--- src/rtl/multicycle_maindec.sv ---
`default_nettype none
// ============================================================================
//  Module   : multicycle_maindec
//  Purpose  : Main control FSM for the multicycle LEGv8 datapath. Steps each
//             instruction through fetch/decode/execute/memory/writeback,
//             with memory wait states, a mem_ready handshake and illegal
//             opcode trapping.
//  Options  : define UNCOND_BRANCH_EN to decode 000101????? as unconditional
//             branch (state B); otherwise that opcode traps as illegal.
//  Revision : 1.0 - initial release
// ============================================================================
module multicycle_maindec #(
  parameter int MEM_WAIT    = 0,   // extra cycles per memory state (0..15)
  parameter int TRAP_STICKY = 1    // 1: TRAP holds until reset, 0: retire as NOP
) (
  input  logic        clk,
  input  logic        reset,       // synchronous, active-low
  input  logic [10:0] op,
  input  logic        zero,
  input  logic        mem_ready,
  output logic        Reg2Loc,
  output logic        ALUSrcA,
  output logic [1:0]  ALUSrcB,
  output logic [1:0]  ALUOp,
  output logic        IorD,
  output logic        MemRead,
  output logic        MemWrite,
  output logic        IRWrite,
  output logic        PCWrite,
  output logic        PCSrc,
  output logic        MemtoReg,
  output logic        RegWrite,
  output logic        illegal,
  output logic        instr_retired,
  output logic [3:0]  state_o
);

  typedef enum logic [3:0] {
    S_FETCH  = 4'd0,
    S_DECODE = 4'd1,
    S_MEMADR = 4'd2,
    S_MEMRD  = 4'd3,
    S_MEMWB  = 4'd4,
    S_MEMWR  = 4'd5,
    S_EXEC   = 4'd6,
    S_ALUWB  = 4'd7,
    S_CBZ    = 4'd8,
    S_B      = 4'd9,
    S_TRAP   = 4'd10
  } state_t;

  localparam logic [3:0]  c_MEM_WAIT = 4'(MEM_WAIT);
  localparam logic [10:0] c_OP_LDUR  = 11'b11111000010;
  localparam logic [10:0] c_OP_STUR  = 11'b11111000000;
  localparam logic [10:0] c_OP_CBZ   = 11'b10110100000;

  state_t     r_state;
  logic [3:0] r_count;
  state_t     w_decode_next;
  logic       w_mem_state;
  logic       w_done;
  logic       w_r2l_decode;

  // Wait counter only runs in the three memory-access states. It saturates
  // at MEM_WAIT so that a slow mem_ready can never push it past the match.
  assign w_mem_state = (r_state == S_FETCH) || (r_state == S_MEMRD) ||
                       (r_state == S_MEMWR);
  assign w_done      = (r_count == c_MEM_WAIT) && mem_ready;

  // Stores and CBZ read Rt on the second register port during decode.
  assign w_r2l_decode = (op == c_OP_STUR) || (op[10:3] == c_OP_CBZ[10:3]);

  assign state_o = r_state;

  // Opcode decode selects the first execution state after DECODE.
  always_comb begin
    w_decode_next = S_TRAP;
    casez (op)
      11'b10001011000,
      11'b11001011000,
      11'b10001010000,
      11'b10101010000: w_decode_next = S_EXEC;
      11'b11111000010,
      11'b11111000000: w_decode_next = S_MEMADR;
      11'b10110100???: w_decode_next = S_CBZ;
`ifdef UNCOND_BRANCH_EN
      11'b000101?????: w_decode_next = S_B;
`endif
      default:         w_decode_next = S_TRAP;
    endcase
  end

  // State register and wait counter; reset overrides everything.
  always_ff @(posedge clk) begin
    if (!reset) begin
      r_state <= S_FETCH;
      r_count <= '0;
    end else begin
      if (w_mem_state && !w_done) begin
        if (r_count != c_MEM_WAIT) r_count <= r_count + 4'd1;
      end else begin
        r_count <= '0;
      end

      case (r_state)
        S_FETCH:  if (w_done) r_state <= S_DECODE;
        S_DECODE: r_state <= w_decode_next;
        S_MEMADR: r_state <= (op == c_OP_LDUR) ? S_MEMRD : S_MEMWR;
        S_MEMRD:  if (w_done) r_state <= S_MEMWB;
        S_MEMWR:  if (w_done) r_state <= S_FETCH;
        S_EXEC:   r_state <= S_ALUWB;
        S_MEMWB,
        S_ALUWB,
        S_CBZ,
        S_B:      r_state <= S_FETCH;
        S_TRAP:   if (TRAP_STICKY == 0) r_state <= S_FETCH;
        default:  r_state <= S_FETCH;
      endcase
    end
  end

  // Moore decode of the state register; enables also gated by reset.
  always_comb begin
    Reg2Loc       = 1'b0;
    ALUSrcA       = 1'b0;
    ALUSrcB       = 2'b00;
    ALUOp         = 2'b00;
    IorD          = 1'b0;
    MemRead       = 1'b0;
    MemWrite      = 1'b0;
    IRWrite       = 1'b0;
    PCWrite       = 1'b0;
    PCSrc         = 1'b0;
    MemtoReg      = 1'b0;
    RegWrite      = 1'b0;
    illegal       = 1'b0;
    instr_retired = 1'b0;

    case (r_state)
      S_FETCH: begin
        MemRead = 1'b1;
        ALUSrcB = 2'b01;
        IRWrite = w_done;
        PCWrite = w_done;
      end
      S_DECODE: begin
        ALUSrcB = 2'b11;
        Reg2Loc = w_r2l_decode;
      end
      S_MEMADR: begin
        ALUSrcA = 1'b1;
        ALUSrcB = 2'b10;
        Reg2Loc = 1'b1;
      end
      S_MEMRD: begin
        IorD    = 1'b1;
        MemRead = 1'b1;
      end
      S_MEMWB: begin
        RegWrite      = 1'b1;
        MemtoReg      = 1'b1;
        instr_retired = 1'b1;
      end
      S_MEMWR: begin
        IorD          = 1'b1;
        MemWrite      = 1'b1;
        Reg2Loc       = 1'b1;
        instr_retired = w_done;
      end
      S_EXEC: begin
        ALUSrcA = 1'b1;
        ALUOp   = 2'b10;
      end
      S_ALUWB: begin
        RegWrite      = 1'b1;
        instr_retired = 1'b1;
      end
      S_CBZ: begin
        ALUSrcA       = 1'b1;
        ALUOp         = 2'b01;
        Reg2Loc       = 1'b1;
        PCSrc         = 1'b1;
        PCWrite       = zero;
        instr_retired = 1'b1;
      end
`ifdef UNCOND_BRANCH_EN
      S_B: begin
        PCSrc         = 1'b1;
        PCWrite       = 1'b1;
        instr_retired = 1'b1;
      end
`endif
      S_TRAP: begin
        illegal       = 1'b1;
        instr_retired = (TRAP_STICKY == 0);
      end
      default: ;
    endcase

    if (!reset) begin
      PCWrite       = 1'b0;
      IRWrite       = 1'b0;
      MemRead       = 1'b0;
      MemWrite      = 1'b0;
      RegWrite      = 1'b0;
      illegal       = 1'b0;
      instr_retired = 1'b0;
    end
  end

endmodule
`default_nettype wire

--- config.mk ---
export PLATFORM = sky130hd
export DESIGN_NAME = multicycle_maindec
export DESIGN_NICKNAME = d
export VERILOG_FILES = /design/src/rtl/multicycle_maindec.sv
export SDC_FILE = /design/constraint.sdc
export NUM_CORES = 1
export LEC_CHECK = 0
export BUFFER_PORTS_ARGS = -buffer_cell sky130_fd_sc_hd__buf_2
export CAP_MARGIN = 20
export CORE_AREA = 2 2 45 47
export CTS_CLUSTER_DIAMETER = 50
export DETAILED_ROUTE_END_ITERATION = 10
export DIE_AREA = 0 0 47 49
export PLACE_DENSITY = 0.81
export SKIP_CTS_REPAIR_TIMING = 1
export SYNTH_ARGS = -nofsm -noshare
export SYNTH_HDL_FRONTEND = slang
export SYNTH_SLANG_ARGS = --single-unit
--- constraint.sdc ---
create_clock -name clk -period 1.8 [get_ports clk]
set_clock_uncertainty 0.15 [all_clocks]
set_input_delay 0.36 -clock clk [delete_from_list [all_inputs] [get_ports clk]]
set_output_delay 0.36 -clock clk [all_outputs]
set_load 0.05 [all_outputs]
==> metrics.txt <==
outcome=finished, violations left; failing checks=negative setup slack; cell count after synthesis=between 100 and 150; Crit path required time=1290 ps; Hold Vio Cnt, Final=0; Reg area=about 180 um2; Top Ports=35; gr ovfl total=0; TritonCTS Buffers=3; port buffer count=34; Seq cells post-synth=8; area taken by multi-input logic gates=828 um2; first-pass GRT wire length=4.29 mm; # fillers=87; Clock transition at path regs=approximately 70 ps; final setup fails=13; ANT cells=0; Row Count=16; ys flop type=dfxtp_1; initial antenna violation count=0; unique cell type count in the Yosys netlist=41; DRC=0; GR Layer Usage met1=approximately 28%; routed vias=1,166; Lkg Pwr=0.695 nW; fin. max-slew vios=0; synth-to-layout area growth=99.8%; placed cell areas=1390 um2; syn nets=approximately 130; Core Util, Final=about nine tenths; Final Cycle Share=118%; Startpoint Class=register; core area=1840 um2; first drt pass iteration count=4; Arr. time, crit path=1610 ps; GRT Total Usage=25.1%; placed cell count=194; met2 Track Usage GR=between 40% and 50%; Place WS=-211 ps; layout cell share with drive strength beyond 1=63.5%; Post-layout nets=a little under 200; root buffer selected by CTS=clkbuf_4; final instance area=around 1600 um2; post-route ant nets=0; met3 usage=3.33%; DRT iter0 DRCs=30; CTS tree=yes; PD cells=684 nW/um2; Worst Tran Pin Value=428 ps; dpl hpwl=2.14 mm; non-filler cells, final=205; pin count of the biggest net entering global routing=14; Clock Tree Buf Depth=2; Setup CP Type=register to primary output; worst setup margin=-323 ps; H-Tree Level Count=1; Synth Warn #=0; height of the die=49 um; DIE WIDTH=47 um; ys async rst share=0%; hold_ws=~260 ps; Worst slew margin=71.4%; post-synth design cell area=821 um2; initial core utilization=44.6%; Post-synth EDFFs=0; fmax=0.471 GHz; gpl congestion=0.824; vias in the first global route=~1,000; Vias/cell=5.69; post-synthesis sequential area ratio=19.5%; clk_lat worst skew=270 ps; drt total wl=3.43 mm; Avg Inst Size Synth=7.02 um2; RSZ-0062 raised after global routing=yes; CP Max Fanout=9; DIE AREA=roughly 2300 um2; CTS Sinks=8; GR peak layer=met2; wire per inst=between 15 and 20 um; max-cap violation count=0; critical path endpoint category=primary output; peak supply drop=roughly 560 uV; Hold WC Path Type=input port to register; Final Critical Period=roughly 2100 ps
-- metrics by stage --
step                      TNS, ps  power [mW]
after floorplan             -1280       0.705
after global placement       -460       0.822
after detailed placement     -662       0.840
after CTS                   -3400       0.985
after global routing        -2830        1.17
final                       -2010        1.12
-- kinds of logic (layout without fill, tap and decap cells) --
logic type	Yosys count	in the layout	share of synthesized area, %
compound gates	22	22	18.3
xor+xnor	5	5	5.34
fa+ha+maj	2	2	3.05
buf+inv	15	76	8.84
flops	8	8	19.5
mux	3	3	3.81
simple gates	62	62	41.2
-- layout by cell type (no fill, tap or decap), drive strengths merged, types with 2 or more instances in the layout --
master and n:
a21o 2, buf 65, nor4b 3, and3 2
nor3 8, nor4 2, a21oi 5, dfxtp 8
xnor2 3, o21ai 7, inv 5, nand3 2
nor2 14, nand2 17, or3 2, nand4 4
xor2 2, ha 2, mux2i 2, clkbuf 5
-- area by class of cell --
cell class / count / share of cell area (%)
Multi-Input combinational cell: 94 / 50.5
Timing Repair Buffer: 67 / 33.7
Sequential cell: 8 / 10.8
Tap cell: 27 / 2.06
Inverter: 6 / 1.60
Clock buffer: 3 / 1.37
-- routing by layer --
metal | share of wire [%] | routed length [um]
met5 | 0 | 0
met4 | 1.9 | 65
met3 | 5.1 | 175
met2 | 57 | 1960
met1 | 36 | 1230
-- critical path, stage by stage, from the launching register on --
cell and delay (ps):
dfxtp_2 330, inv_2 70, ha_4 140, nand4bb_4 120, buf_4 200, nor2_2 120, a21oi_2 60, nor3_4 140
buf_6 180
-- cell usage after synthesis, drive strengths merged (3+ instances only) --
master	count	area, um2
dfxtp	8	160
nor4b	3	26.3
xnor2	3	26.3
nand2	17	63.8
inv	6	22.5
nand4	4	25.0
o21ai	7	38.8
nor3	8	40.0
buf	9	50.0
a21oi	5	25.0
nor2	14	52.6
-- report_power, final --
part | leakage [nW] | internal [mW] | switching [mW]
clock | 0.0138 | 0.0770 | 0.0744
sequential | 0.0683 | 0.189 | 0.0280
combinational | 0.613 | 0.299 | 0.455
total | 0.695 | 0.566 | 0.557
-- flip-flops by register name (all words and copies together), names as in the netlist --
name	cells
r_count	4
state_o	4
-- final timing paths --
check	from	to	depth (start not counted)	slack, ps
worst max-delay path	r_count[0]	PCWrite	8	-320
worst min-delay path	reset	state_o[3]	3	260
worst max register to register	state_o[1]	state_o[3]	6	190
worst min register to register	r_count[3]	r_count[3]	3	460
No activity file was read; power rests on OpenSTA's default activity.
